<file path="src/rtl/multi_ctrl.sv">
`default_nettype none
// ============================================================================
// Module      : multi_ctrl
// Description : Multicycle datapath controller FSM (fetch/decode/lw/sw/R/beq/j)
//               with registered Moore control outputs and optional illegal trap.
// Revision    : 1.0 - initial release
// ============================================================================
module multi_ctrl #(
    parameter int ILLEGAL_TRAP = 0
) (
    input  logic       clk,
    input  logic       rst,
    input  logic [5:0] opcode,
    input  logic       zero,
    input  logic       mem_ready,
    output logic       PCWrite,
    output logic [1:0] PCSource,
    output logic       IorD,
    output logic       MemRead,
    output logic       MemWrite,
    output logic       IRWrite,
    output logic       RegDst,
    output logic       MemtoReg,
    output logic       RegWrite,
    output logic       ALUSrcA,
    output logic [1:0] ALUSrcB,
    output logic [1:0] ALUOp,
    output logic [3:0] state
);

    localparam logic [3:0] c_FETCH  = 4'd0;
    localparam logic [3:0] c_DECODE = 4'd1;
    localparam logic [3:0] c_MEMADR = 4'd2;
    localparam logic [3:0] c_MEMRD  = 4'd3;
    localparam logic [3:0] c_MEMWB  = 4'd4;
    localparam logic [3:0] c_MEMWR  = 4'd5;
    localparam logic [3:0] c_EXEC   = 4'd6;
    localparam logic [3:0] c_RWB    = 4'd7;
    localparam logic [3:0] c_BRANCH = 4'd8;
    localparam logic [3:0] c_JUMP   = 4'd9;
    localparam logic [3:0] c_HALT   = 4'd10;

    localparam logic [5:0] c_OP_RTYPE = 6'b000000;
    localparam logic [5:0] c_OP_LW    = 6'b100011;
    localparam logic [5:0] c_OP_SW    = 6'b101011;
    localparam logic [5:0] c_OP_BEQ   = 6'b000100;
    localparam logic [5:0] c_OP_J     = 6'b000010;

    localparam logic c_TRAP = (ILLEGAL_TRAP != 0);

    // Moore control word layout:
    // [12] IorD [11] MemRead [10] MemWrite [9] RegDst [8] MemtoReg [7] RegWrite
    // [6] ALUSrcA [5:4] ALUSrcB [3:2] ALUOp [1:0] PCSource
    function automatic logic [12:0] f_decode(input logic [3:0] s);
        logic [12:0] v;
        v = '0;
        case (s)
            c_FETCH: begin
                v[11]  = 1'b1;
                v[5:4] = 2'b01;
            end
            c_DECODE: v[5:4] = 2'b11;
            c_MEMADR: begin
                v[6]   = 1'b1;
                v[5:4] = 2'b10;
            end
            c_MEMRD: begin
                v[12] = 1'b1;
                v[11] = 1'b1;
            end
            c_MEMWB: begin
                v[8] = 1'b1;
                v[7] = 1'b1;
            end
            c_MEMWR: begin
                v[12] = 1'b1;
                v[10] = 1'b1;
            end
            c_EXEC: begin
                v[6]   = 1'b1;
                v[3:2] = 2'b10;
            end
            c_RWB: begin
                v[9] = 1'b1;
                v[7] = 1'b1;
            end
            c_BRANCH: begin
                v[6]   = 1'b1;
                v[3:2] = 2'b01;
                v[1:0] = 2'b01;
            end
            c_JUMP:  v[1:0] = 2'b10;
            default: v = '0;
        endcase
        return v;
    endfunction

    logic [3:0]  r_state;
    logic [3:0]  w_next;
    logic [12:0] r_ctrl;
    logic        w_fetch_done;

    always_comb begin
        w_next = c_FETCH;
        case (r_state)
            c_FETCH:  w_next = mem_ready ? c_DECODE : c_FETCH;
            c_DECODE: begin
                case (opcode)
                    c_OP_LW, c_OP_SW: w_next = c_MEMADR;
                    c_OP_RTYPE:       w_next = c_EXEC;
                    c_OP_BEQ:         w_next = c_BRANCH;
                    c_OP_J:           w_next = c_JUMP;
                    default:          w_next = c_TRAP ? c_HALT : c_FETCH;
                endcase
            end
            c_MEMADR: begin
                if (opcode == c_OP_LW) begin
                    w_next = c_MEMRD;
                end else if (opcode == c_OP_SW) begin
                    w_next = c_MEMWR;
                end else begin
                    w_next = c_FETCH;
                end
            end
            c_MEMRD:  w_next = mem_ready ? c_MEMWB : c_MEMRD;
            c_MEMWB:  w_next = c_FETCH;
            c_MEMWR:  w_next = mem_ready ? c_FETCH : c_MEMWR;
            c_EXEC:   w_next = c_RWB;
            c_RWB:    w_next = c_FETCH;
            c_BRANCH: w_next = c_FETCH;
            c_JUMP:   w_next = c_FETCH;
            c_HALT:   w_next = c_HALT;
            default:  w_next = c_FETCH;
        endcase
    end

    // Control word is loaded from the decode of the next state so outputs
    // stay glitch-free Moore functions of the state register.
    always_ff @(posedge clk or posedge rst) begin
        if (rst) begin
            r_state <= c_FETCH;
            r_ctrl  <= f_decode(c_FETCH);
        end else begin
            r_state <= w_next;
            r_ctrl  <= f_decode(w_next);
        end
    end

    // Fetch handshake strobes are gated by rst so a ready memory cannot
    // load IR/PC while the controller is held in reset.
    assign w_fetch_done = (r_state == c_FETCH) && mem_ready && !rst;

    assign IRWrite  = w_fetch_done;
    assign PCWrite  = w_fetch_done
                    | ((r_state == c_BRANCH) & zero)
                    | (r_state == c_JUMP);

    assign IorD     = r_ctrl[12];
    assign MemRead  = r_ctrl[11];
    assign MemWrite = r_ctrl[10];
    assign RegDst   = r_ctrl[9];
    assign MemtoReg = r_ctrl[8];
    assign RegWrite = r_ctrl[7];
    assign ALUSrcA  = r_ctrl[6];
    assign ALUSrcB  = r_ctrl[5:4];
    assign ALUOp    = r_ctrl[3:2];
    assign PCSource = r_ctrl[1:0];
    assign state    = r_state;

endmodule
`default_nettype wire

</file>
<file path="config.mk">
export PLATFORM = sky130hd
export DESIGN_NAME = multi_ctrl
export DESIGN_NICKNAME = d
export VERILOG_FILES = /design/src/rtl/multi_ctrl.sv
export SDC_FILE = /design/constraint.sdc
export NUM_CORES = 1
export LEC_CHECK = 0
export CAP_MARGIN = 20
export CORE_UTILIZATION = 40
export DETAILED_ROUTE_END_ITERATION = 16
export MAX_ROUTING_LAYER = met4
export PLACE_DENSITY = 0.76
export SYNTH_ARGS = -nofsm -noshare
export SYNTH_HDL_FRONTEND = slang
export SYNTH_SLANG_ARGS = --single-unit
</file>
<file path="constraint.sdc">
create_clock -name clk -period 1.8 [get_ports clk]
set_input_delay 0.36 -clock clk [delete_from_list [all_inputs] [get_ports clk]]
set_output_delay 0.36 -clock clk [all_outputs]
set_load 0.1 [all_outputs]
</file>
# Yosys cells after proc, flatten, opt, wreduce, memory -nomap -nowiden

Cells that the tools add are included.

Reductions and logical operators: 11
Bitwise operators: 3
Equality and inequality tests: 21
Mux-type cells: 17

Operators with widths:

| operator                                                              | number |
|---|---|
| 4-bit one-hot mux with 7 select lines                                 | 1 |
| 4-bit by 3-bit equality test with 1-bit output, second input constant | 6 |
| 4-bit equality test, second input constant                            | 5 |
| 4-bit by 2-bit equality test with 1-bit output, second input constant | 4 |
| 4-bit one-hot mux with 4 select lines                                 | 1 |
| 6-bit equality test, second input constant                            | 2 |
| 3-bit 2-to-1 mux                                                      | 4 |
| 4-bit by 1-bit equality test with 1-bit output, second input constant | 2 |
| 4-bit zero test                                                       | 2 |
| 1-bit 2-to-1 mux                                                      | 8 |
| 2-bit one-hot mux with 2 select lines                                 | 2 |
| 2-bit OR reduction                                                    | 4 |
| 6-bit by 2-bit equality test with 1-bit output, second input constant | 1 |
| 6-bit by 3-bit equality test with 1-bit output, second input constant | 1 |
| 6-bit zero test                                                       | 1 |
| 2-bit one-hot mux with 3 select lines                                 | 1 |
| 3-bit OR reduction                                                    | 1 |
| 1-bit logical AND                                                     | 2 |
| 1-bit OR                                                              | 2 |
| 1-bit AND                                                             | 1 |
| 1-bit zero test                                                       | 1 |

Bits in registers: 17
Word-level logic and storage cells: 54
Bits of input ports: 10

# Logic depth before layout (Yosys ltp)

Depth after elaboration: 7
Mapped depth: 6

# Worst setup path after synthesis

Ideal clock, no wire load.

Kind: register -> output
Start point: reg r_state[1] (netlist: state[1])
End point: out PCWrite
Stages on the path, launching flop included: 5
Setup slack: -1414 ps
Arrival: 2854 ps
Cells stage by stage: dfrtp_1 > buf_2 > nor4_1 > and3_1 > a21o_1

Cells in the longest elaborated chain, start to end: 5

RTL lines:

| what                           | line | text |
|---|---|---|
| from (decl)                    | 98   | `logic [3:0] r_state;` |
| from (signal assigned)         | 141  | `r_state <= c_FETCH;` |
| from (signal assigned)         | 144  | `r_state <= w_next;` |
| 4-bit zero test                | 151  | `assign w_fetch_done = (r_state == c_FETCH) && mem_ready && !rst;` |
| 1-bit logical AND (2 in a row) | 151  |  |
| net IRWrite                    | 21   | `output logic IRWrite,` |
| 1-bit OR                       | 155  | `\| ((r_state == c_BRANCH) & zero)` |
| 1-bit OR                       | 156  | `\| (r_state == c_JUMP);` |
| to (decl)                      | 16   | `output logic PCWrite,` |

The timed path passes the listed nets, and every way through them passes these cells.

# Worst setup path after layout

Start point: reg r_state[0] (netlist: state[0])
End point: out PCWrite

Cells in the longest elaborated chain, start to end: 5

RTL lines:

| what                           | line |
|---|---|
| 4-bit zero test                | 151 |
| 1-bit logical AND (2 in a row) | 151 |
| 1-bit OR                       | 155 |
| 1-bit OR (*)                   | 156 |

Mark *: on every way between the ends. The rest lies on a longest branch, timed or not.

==> metrics.csv <==
metric;value;unit
status;finished with violations;
violations;negative setup slack;
hold_buffers;0;
grt_start_max_net_pins;17;
ys_top_cells_by_area;dfrtp_1 (40%), dfstp_2 (6.0%), or3b_1 (3.0%);
fmax;467;MHz
insertion_delay;0.31;ns
overflow;0;
post-place-ws;-0.508;ns
coreArea;2020;sq um
p_leak;0.000785;uW
pin_count;29;
syn_area_per_cell;10.3;sq um
clk_path_buf_depth;2;
cts_inserted_buffers;3;
final_common_cell;buf_4;
endpoint_kind;output port;
yosys_warnings;0;
setup_viol;9;
synth_top_area_share;39.8;%
fp.dieH;48.9;microns
cp-startpoint;state[0]$_DFF_PP0_;
initial_utilization;43.5;%
final_core_util;87.7;%
rsz0062_at_grt;true;
syn2layout_area_growth;102;%
skew;0.0144;ns
cts_num_sinks;16;
clk_pin_slew;0.11;ns
rows;16;
root_buffer;clkbuf_4;
avgViaCountPerCell;5.60;
final_hold_viol_count;0;
first_pass_iters;4;
grt_pass1_vias;1022;
grt_pass1_wl;4970;microns
seq_area_frac_synth;45.8;%
rrSetupSlack;-0.30;ns
min_period_over_period;119;%
die_w;48.9;microns
crit_fanout;7;
max-cap-violations;0;
wire_per_inst;19.9;microns
r2r_start;state[0]$_DFF_PP0_;
slew_violations;0;
yosysTopAreaCell;dfrtp_1;
ant_nets;0;
grt_usage;29.3;%
synth.distinct_cells;36;
crit_path_start_kind;register;
slew_headroom;74.6;%
detailed_place_hpwl;2100;microns
crit_type;reg2out;
crit_end;PCWrite;
synth_fp_nets;95;
most-common-layout-cells;buf_4 (29), buf_12 (20), dfrtp_1 (10);
layout-drive-gt1-share;59.9;%
layout_setup_ws;-0.342;ns
worst-r2r-cell-count;7;
drt_iter0_drc;16;
r2r-end;r_ctrl[12]$_DFF_PP0_;
via_count;974;
ys_async_sr_fraction;100;%
synth-main-ff-cell;dfrtp_1;
hold_ws;0.413;ns
cts_tree;done;
tightest_slew;0.381;ns
period_needed;2.14;ns
synthCells;85;
nets;158;
hp-class;in2async;
critPathRequiredTime;1.44;ns
numPortBuffers;28;
arrival;1.78;ns
ir_worst_vdd;653;uV
cts_max_level;1;
drc;0;
ys_seq_elements;16;
antenna_cells;0;
gp_congestion;0.867;
antenna_found_initial;0;
synth_edf_count;0;
drt-total-wl;3460;microns
synth.cell_area;880;sq um
power_density;581;nW/um^2
dieArea;2390;sq um
==> state kept, by name, indices dropped and copies added, names as in the netlist <==
name    cells
r_ctrl     12
state       4
==> area by class of cell <==
| class | instances | area (sq um) |
|---|---|---|
| clock buffer | 4 | 36.3 |
| fill | 90 | 249 |
| timing repair buffer | 63 | 766 |
| multi-input combinational | 58 | 499 |
| tap | 27 | 33.8 |
| sequential | 16 | 415 |
| inverter | 6 | 22.5 |
==> synthesized netlist by cell type (2+ instances only) <==
cell type	count
a211oi_2	2
a21oi_1	2
a31oi_1	2
buf_2	2
buf_4	3
dfrtp_1	14
dfstp_2	2
inv_1	6
nand2_1	4
nand3_1	2
nand3b_1	2
nor2_1	6
nor3_1	5
nor3b_1	2
nor4b_1	2
o22ai_1	2
or3_1	3
or3b_1	3
or3b_4	2
or4_1	2
xnor2_1	2
==> report_power, final <==
| group | internal (uW) | total, uW | switching [uW] |
|---|---|---|---|
| clock | 124 | 253 | 129 |
| sequential | 377 | 388 | 11.4 |
| combinational | 169 | 389 | 219 |
==> how the worst min path moves through the flow <==
stage,from,endpoint,slack (ns),cells past startpoint
after CTS,rst,r_ctrl[9]$_DFF_PP0_,0.42,3
after global routing,rst,r_ctrl[9]$_DFF_PP0_,0.45,3
after global placement,state[3]$_DFF_PP0_,r_ctrl[9]$_DFF_PP0_,0.70,3
final,rst,r_ctrl[9]$_DFF_PP0_,0.41,3
after floorplan,rst,r_ctrl[0]$_DFF_PP0_,0.27,1
after detailed placement,state[3]$_DFF_PP0_,r_ctrl[9]$_DFF_PP0_,0.71,3
==> metal layers <==
metal | vias up | global-route usage, % | wire length, microns
met3 | 13 | 5.61 | 100
met2 | 39 | 50.5 | 1870
met5 | - | - | 0
li1 | 431 | - | -
met4 | 0 | 14.2 | 122
met1 | 491 | 32.3 | 1370
==> kinds of logic (layout without fill, tap and decap cells) <==
group,Yosys count,count (layout),synth area share [%]
flops,16,16,45.8
simple gates,43,43,33.7
buf+inv,11,73,6.26
compound gates,12,12,11.2
xor+xnor,3,3,2.99
==> repair_timing <==
action | 4_1_cts | 5_1_grt
endpoints found under the setup margin | 7 | 11
resized for setup | 9 | 13
pin swaps | 7 | 8
setup buffers | 7 | 3
==> metrics by stage <==
step | setup TNS [ns] | instances | power [uW] | area, sq um
floorplan | -1.03 | 85 | 586 | 923
global placement | -2.43 | 160 | 732 | 1580
detailed placement | -3.16 | 160 | 741 | 1580
CTS | -1.36 | 171 | 1010 | 1700
global route | -2.09 | 174 | 1060 | 1770
finish | -1.68 | 174 | 1030 | 1770
==> worst max-delay path, stage by stage (launching register included) <==
cell and delay, ns:
dfrtp_4 0.49, buf_6 0.12, buf_6 0.12, nor4_2 0.24, and3_4 0.24, a21o_4 0.10
buf_12 0.16
Note: power is estimated with default switching activity, not from simulation.
